### src/rtl/fifo_mac_drain.sv
// Drains operand pairs from two FIFOs in lockstep and multiply-accumulates them.
// The sum is presented on a valid/ready port; overflow is sticky for the current job.
module fifo_mac_drain #(
    parameter int unsigned DATA_WIDTH = 16,
    parameter int unsigned ACC_WIDTH  = 40,
    parameter int unsigned CNT_WIDTH  = 8
) (
    input  logic                  clk_i,
    input  logic                  rst_ni,
    input  logic                  start_i,
    input  logic [CNT_WIDTH-1:0]  len_i,
    output logic                  a_rden_o,
    input  logic [DATA_WIDTH-1:0] a_data_i,
    input  logic                  a_empty_i,
    output logic                  b_rden_o,
    input  logic [DATA_WIDTH-1:0] b_data_i,
    input  logic                  b_empty_i,
    output logic [ACC_WIDTH-1:0]  result_o,
    output logic                  result_valid_o,
    input  logic                  result_ready_i,
    output logic                  busy_o,
    output logic                  overflow_o
);

    typedef enum logic [1:0] {StIdle, StRun, StDone} state_e;

    state_e                  state_q;
    logic [CNT_WIDTH-1:0]    len_q;
    logic [CNT_WIDTH-1:0]    issued_q;
    logic [CNT_WIDTH-1:0]    consumed_q;
    logic [CNT_WIDTH-1:0]    consumed_d;
    logic [ACC_WIDTH-1:0]    acc_q;
    logic [ACC_WIDTH-1:0]    result_q;
    logic                    overflow_q;
    logic                    pop_d1_q;
    logic                    pop;
    logic [2*DATA_WIDTH-1:0] prod;
    logic [ACC_WIDTH:0]      sum_d;

    always_comb begin
        pop        = (state_q == StRun) && !a_empty_i && !b_empty_i && (issued_q < len_q);
        prod       = (2*DATA_WIDTH)'(a_data_i) * (2*DATA_WIDTH)'(b_data_i);
        // Extra top bit captures the carry out of the accumulator.
        sum_d      = {1'b0, acc_q} + (ACC_WIDTH+1)'(prod);
        consumed_d = consumed_q + 1'b1;
    end

    always_ff @(posedge clk_i or negedge rst_ni) begin
        if (!rst_ni) begin
            state_q    <= StIdle;
            len_q      <= '0;
            issued_q   <= '0;
            consumed_q <= '0;
            acc_q      <= '0;
            result_q   <= '0;
            overflow_q <= 1'b0;
            pop_d1_q   <= 1'b0;
        end else begin
            pop_d1_q <= pop;
            case (state_q)
                StIdle: begin
                    if (start_i) begin
                        len_q      <= len_i;
                        issued_q   <= '0;
                        consumed_q <= '0;
                        acc_q      <= '0;
                        overflow_q <= 1'b0;
                        if (len_i != '0) begin
                            state_q <= StRun;
                        end else begin
                            result_q <= '0;
                            state_q  <= StDone;
                        end
                    end
                end
                StRun: begin
                    if (pop) begin
                        issued_q <= issued_q + 1'b1;
                    end
                    // FIFO data is valid the cycle after the pop.
                    if (pop_d1_q) begin
                        acc_q      <= sum_d[ACC_WIDTH-1:0];
                        overflow_q <= overflow_q | sum_d[ACC_WIDTH];
                        consumed_q <= consumed_d;
                        if (consumed_d == len_q) begin
                            result_q <= sum_d[ACC_WIDTH-1:0];
                            state_q  <= StDone;
                        end
                    end
                end
                StDone: begin
                    if (result_ready_i) begin
                        state_q <= StIdle;
                    end
                end
                default: state_q <= StIdle;
            endcase
        end
    end

    assign a_rden_o       = pop;
    assign b_rden_o       = pop;
    assign result_o       = result_q;
    assign result_valid_o = (state_q == StDone);
    assign busy_o         = (state_q != StIdle);
    assign overflow_o     = overflow_q;

endmodule

### config.mk
export PLATFORM = sky130hd
export DESIGN_NAME = fifo_mac_drain
export DESIGN_NICKNAME = d
export VERILOG_FILES = /design/src/rtl/fifo_mac_drain.sv
export SDC_FILE = /design/constraint.sdc
export NUM_CORES = 1
export LEC_CHECK = 0
export CORE_MARGIN = 1
export CORE_UTILIZATION = 50
export CTS_BUF_LIST = sky130_fd_sc_hd__clkbuf_8 sky130_fd_sc_hd__clkbuf_16
export DETAILED_ROUTE_END_ITERATION = 6
export PLACE_DENSITY = 0.82
export SLEW_MARGIN = 20
export SYNTH_ARGS = -nofsm -noshare
export SYNTH_HDL_FRONTEND = slang
export SYNTH_SLANG_ARGS = --single-unit
### constraint.sdc
create_clock -name clk_i -period 4.95 [get_ports clk_i]
set_input_delay 0.495 -clock clk_i [delete_from_list [all_inputs] [get_ports clk_i]]
set_output_delay 0.495 -clock clk_i [all_outputs]
set_load 0.01 [all_outputs]
==> impl_results.md <==
* Register area share after synthesis at 0.1885
* Number of distinct library cells after synthesis at 54
* N_diodes at 0
* Final setup vio count at ~60
* Largest family of logic cells by synthesized area: adder cells
* Post-route ant nets at 0
* Worst-Skew Late Latency at 0.36 ns
* Vias in the first global route at ~13000
* Synth Area in XOR/XNOR at 0.02749
* Cells along the critical path: clkbuf_4, buf_4, nand2_1, fa_1, inv_2, fa_1, inv_1, fa_1, inv_2, fa_1, fa_1, inv_1, fa_1, inv_2, ha_4, buf_4, o211ai_1, o21ai_2, a211oi_2, o31a_1, buf_6, o21ai_1, a21oi_1, a31o_2
* RSZ-0062 raised after global routing: yes
* Post-Syn Nets at ~2000
* Row cnt at a little over 60
* Clock buffer depth at 2
* CTS H-tree depth at 3
* Nets at 2283
* Die W at roughly 170 µm
* Outcome: finished with violations
* CP peak stage delay at between 0.5 and 0.6 ns
* Cell area after synthesis at between 10000 and 15000 µm²
* Worst-path fanout max at 6
* Violated checks: negative setup slack
* Synth Area in Simple Gates at 0.1532
* Die H at ~170 µm
* Number of synthesized register bits at between 100 and 150
* Core area at about 28000 µm²
* Worst slew margin at 0.3154
* Port bufs at 90
* Clk sink count at around 110
* Vias/cell at 5.715
* WS Path Type: primary input to flip-flop
* Tightest Hold Check Type: primary input to asynchronous set/reset pin
* Fin worst setup slack at -1.060 ns
* Synth Area in Compound Gates at 0.09304
* Avg Inst Size Synth at between 8 and 9 µm²
* Fraction of layout cells with a size suffix above 1 at 0.3073
* Worst path arrival time at ~6.3 ns
* Clock root cell: clkbuf_16
* Vias post-DR at ~13000
* Most common cell after layout, fill and taps aside: inv_1
* Final min period at 6.010 ns
* CP Launch Type: primary input
* Largest area contributor in the netlist: fa_1
* Synth-to-Final Area Change at 34.99%
* Detailed Routing Iterations Pass 1 at 6
* Final core occ at 0.6908
* Clock slew at reported path FFs at ~0.090 ns
* Hold_buf cts at 0
* Top cells by area, synth: fa_1, dfrtp_1, ha_1
* TritonCTS clock tree: built
* Initial antenna violation count at 0
* GPL Wtd Cong at ~0.91
* Tot GR Track Use at 0.3012
* Hpwl dp at between 20000 and 30000 µm
* YS warnings at 0
* I/O pin count at 91
* Post-synthesis mux area share at 0.006721
* FMAX at around 0.17 GHz
* Routed WL at 47310 µm
* Largest net degree at the start of global routing at 80
* Main synth FF type: dfrtp_1
* CP required at about 5.2 ns
* Drt drc at 0
* Asr flop ratio synth at 1.000
* CTS Buf Count at 9
* MaxCap Viol Count at 0
* Critical path's slowest cell: fa_1
* Die area at between 20000 and 30000 µm²
* Fin. Hold Viols at 0
* Global-route wire length before repair at 68580 µm
* Clk_skew at about 0.019 ns
* CP endpoint kind: flip-flop
* Routed length per placed instance at about 21 µm
* Synth top area share at 0.3156
* GRT Residual Overflow at 0
* Post-synthesis cell count at 1603
* Most used cell, CP: fa_1
* Initial drt markers at around 1200
* Worst Max-Slew Pin Slew at roughly 1 ns
* EDFF count, synth at 0
* Slew Limit Fails at 0
* Fin crit share at 1.214
* Most frequent cells in the layout: inv_1, nand2_1, fa_1, buf_4, dfrtp_1
* Post-Synth Adder-Cell Area at 0.4195
* Starting Density at 0.5118
==> state kept, by name (all words and copies together), names as in the netlist <==
name / cells
state_q: 2
len_q: 8
pop_d1_q: 1
issued_q: 8
acc_q: 40
result_o: 40
consumed_q: 8
overflow_o: 1
==> metal layers <==
layer  wire [µm]  vias up  GRT usage
li1            -     5484          -
met1       17250     6384     0.3875
met2       22430      847     0.4973
met3        4360      287    0.05729
met4        3280        0     0.1289
met5           0        -          0
==> critical path, delay by kind of cell <==
family,cells,cell delay [ns]
adders and majority gates,7,3.50
and+or+nand+nor,1,0.08
buffers and inverters,9,0.90
AOI/OAI and AO/OA,7,1.27
==> worst paths after layout <==
check | from | to | slack (ns) | depth (start not counted)
max in group asynchronous | rst_ni | consumed_q[3] | 3.82 | 2
hold reg to reg | result_o[2] | result_o[2] | 0.48 | 2
min in group clk_i | result_o[2] | result_o[2] | 0.48 | 2
hold / removal | rst_ni | acc_q[32] | 0.18 | 1
setup reg to reg | acc_q[3] | result_o[37] | -0.18 | 20
setup / recovery | b_data_i[3] | acc_q[37] | -1.06 | 24
==> synthesized netlist by cell type (7+ instances only) <==
cell	instances
clkbuf_1	53
ha_1	119
a21o_1	19
and2_1	120
o21ai_0	80
nor2_1	28
dfrtp_1	108
a21oi_1	39
a22o_1	19
and3_1	8
a31oi_1	8
inv_1	353
xnor2_1	31
nand2_1	269
nor3_1	9
fa_1	226
xor2_1	14
o31ai_1	7
==> timing repair <==
| item | 4_1_cts | 5_1_grt |
|---|---|---|
| endpoints found under the setup margin | 65 | 65 |
| cloned | 5 | 0 |
| buffers inserted | 69 | 35 |
| gates resized for setup | 262 | 238 |
| pin swaps | 119 | 164 |
| endpoints found under the hold margin | 0 | 0 |
==> area by class of cell <==
class                           count  area [µm²]
Inverter                          353        1325
Tap cell                          378       473.0
Clock inverter                      7       73.82
Sequential cell                   108        2703
Fill cell                        1832        8660
Timing Repair Buffer              342        3333
Clock buffer                        9       225.2
Multi-Input combinational cell   1078       11220
==> kinds of logic after synthesis <==
group / after synthesis
AND/OR/NAND/NOR: 467
buffers and inverters: 417
adder cells (fa/ha/maj): 345
AO/OA/AOI/OAI: 212
flip-flops: 108
XOR/XNOR: 45
multiplexers: 9
==> through the flow <==
stage	area [µm²]	hold slack, ns	TNS (ns)	setup WS (ns)	instances
finish	19350	0.1796	-47.21	-1.060	2275
global route	19350	0.2279	-53.29	-1.158	2275
CTS	18510	0.3503	-42.81	-0.9875	2253
detailed placement	17120	0.4704	-84.08	-1.656	2164
global placement	17120	0.4650	-80.02	-1.619	2164
floorplan	14930	0.1994	-21.30	-0.7295	1603
Power is left out: the tool's default activity adds up to more than one toggle a clock period on the data nets, which glitch-free logic cannot reach.
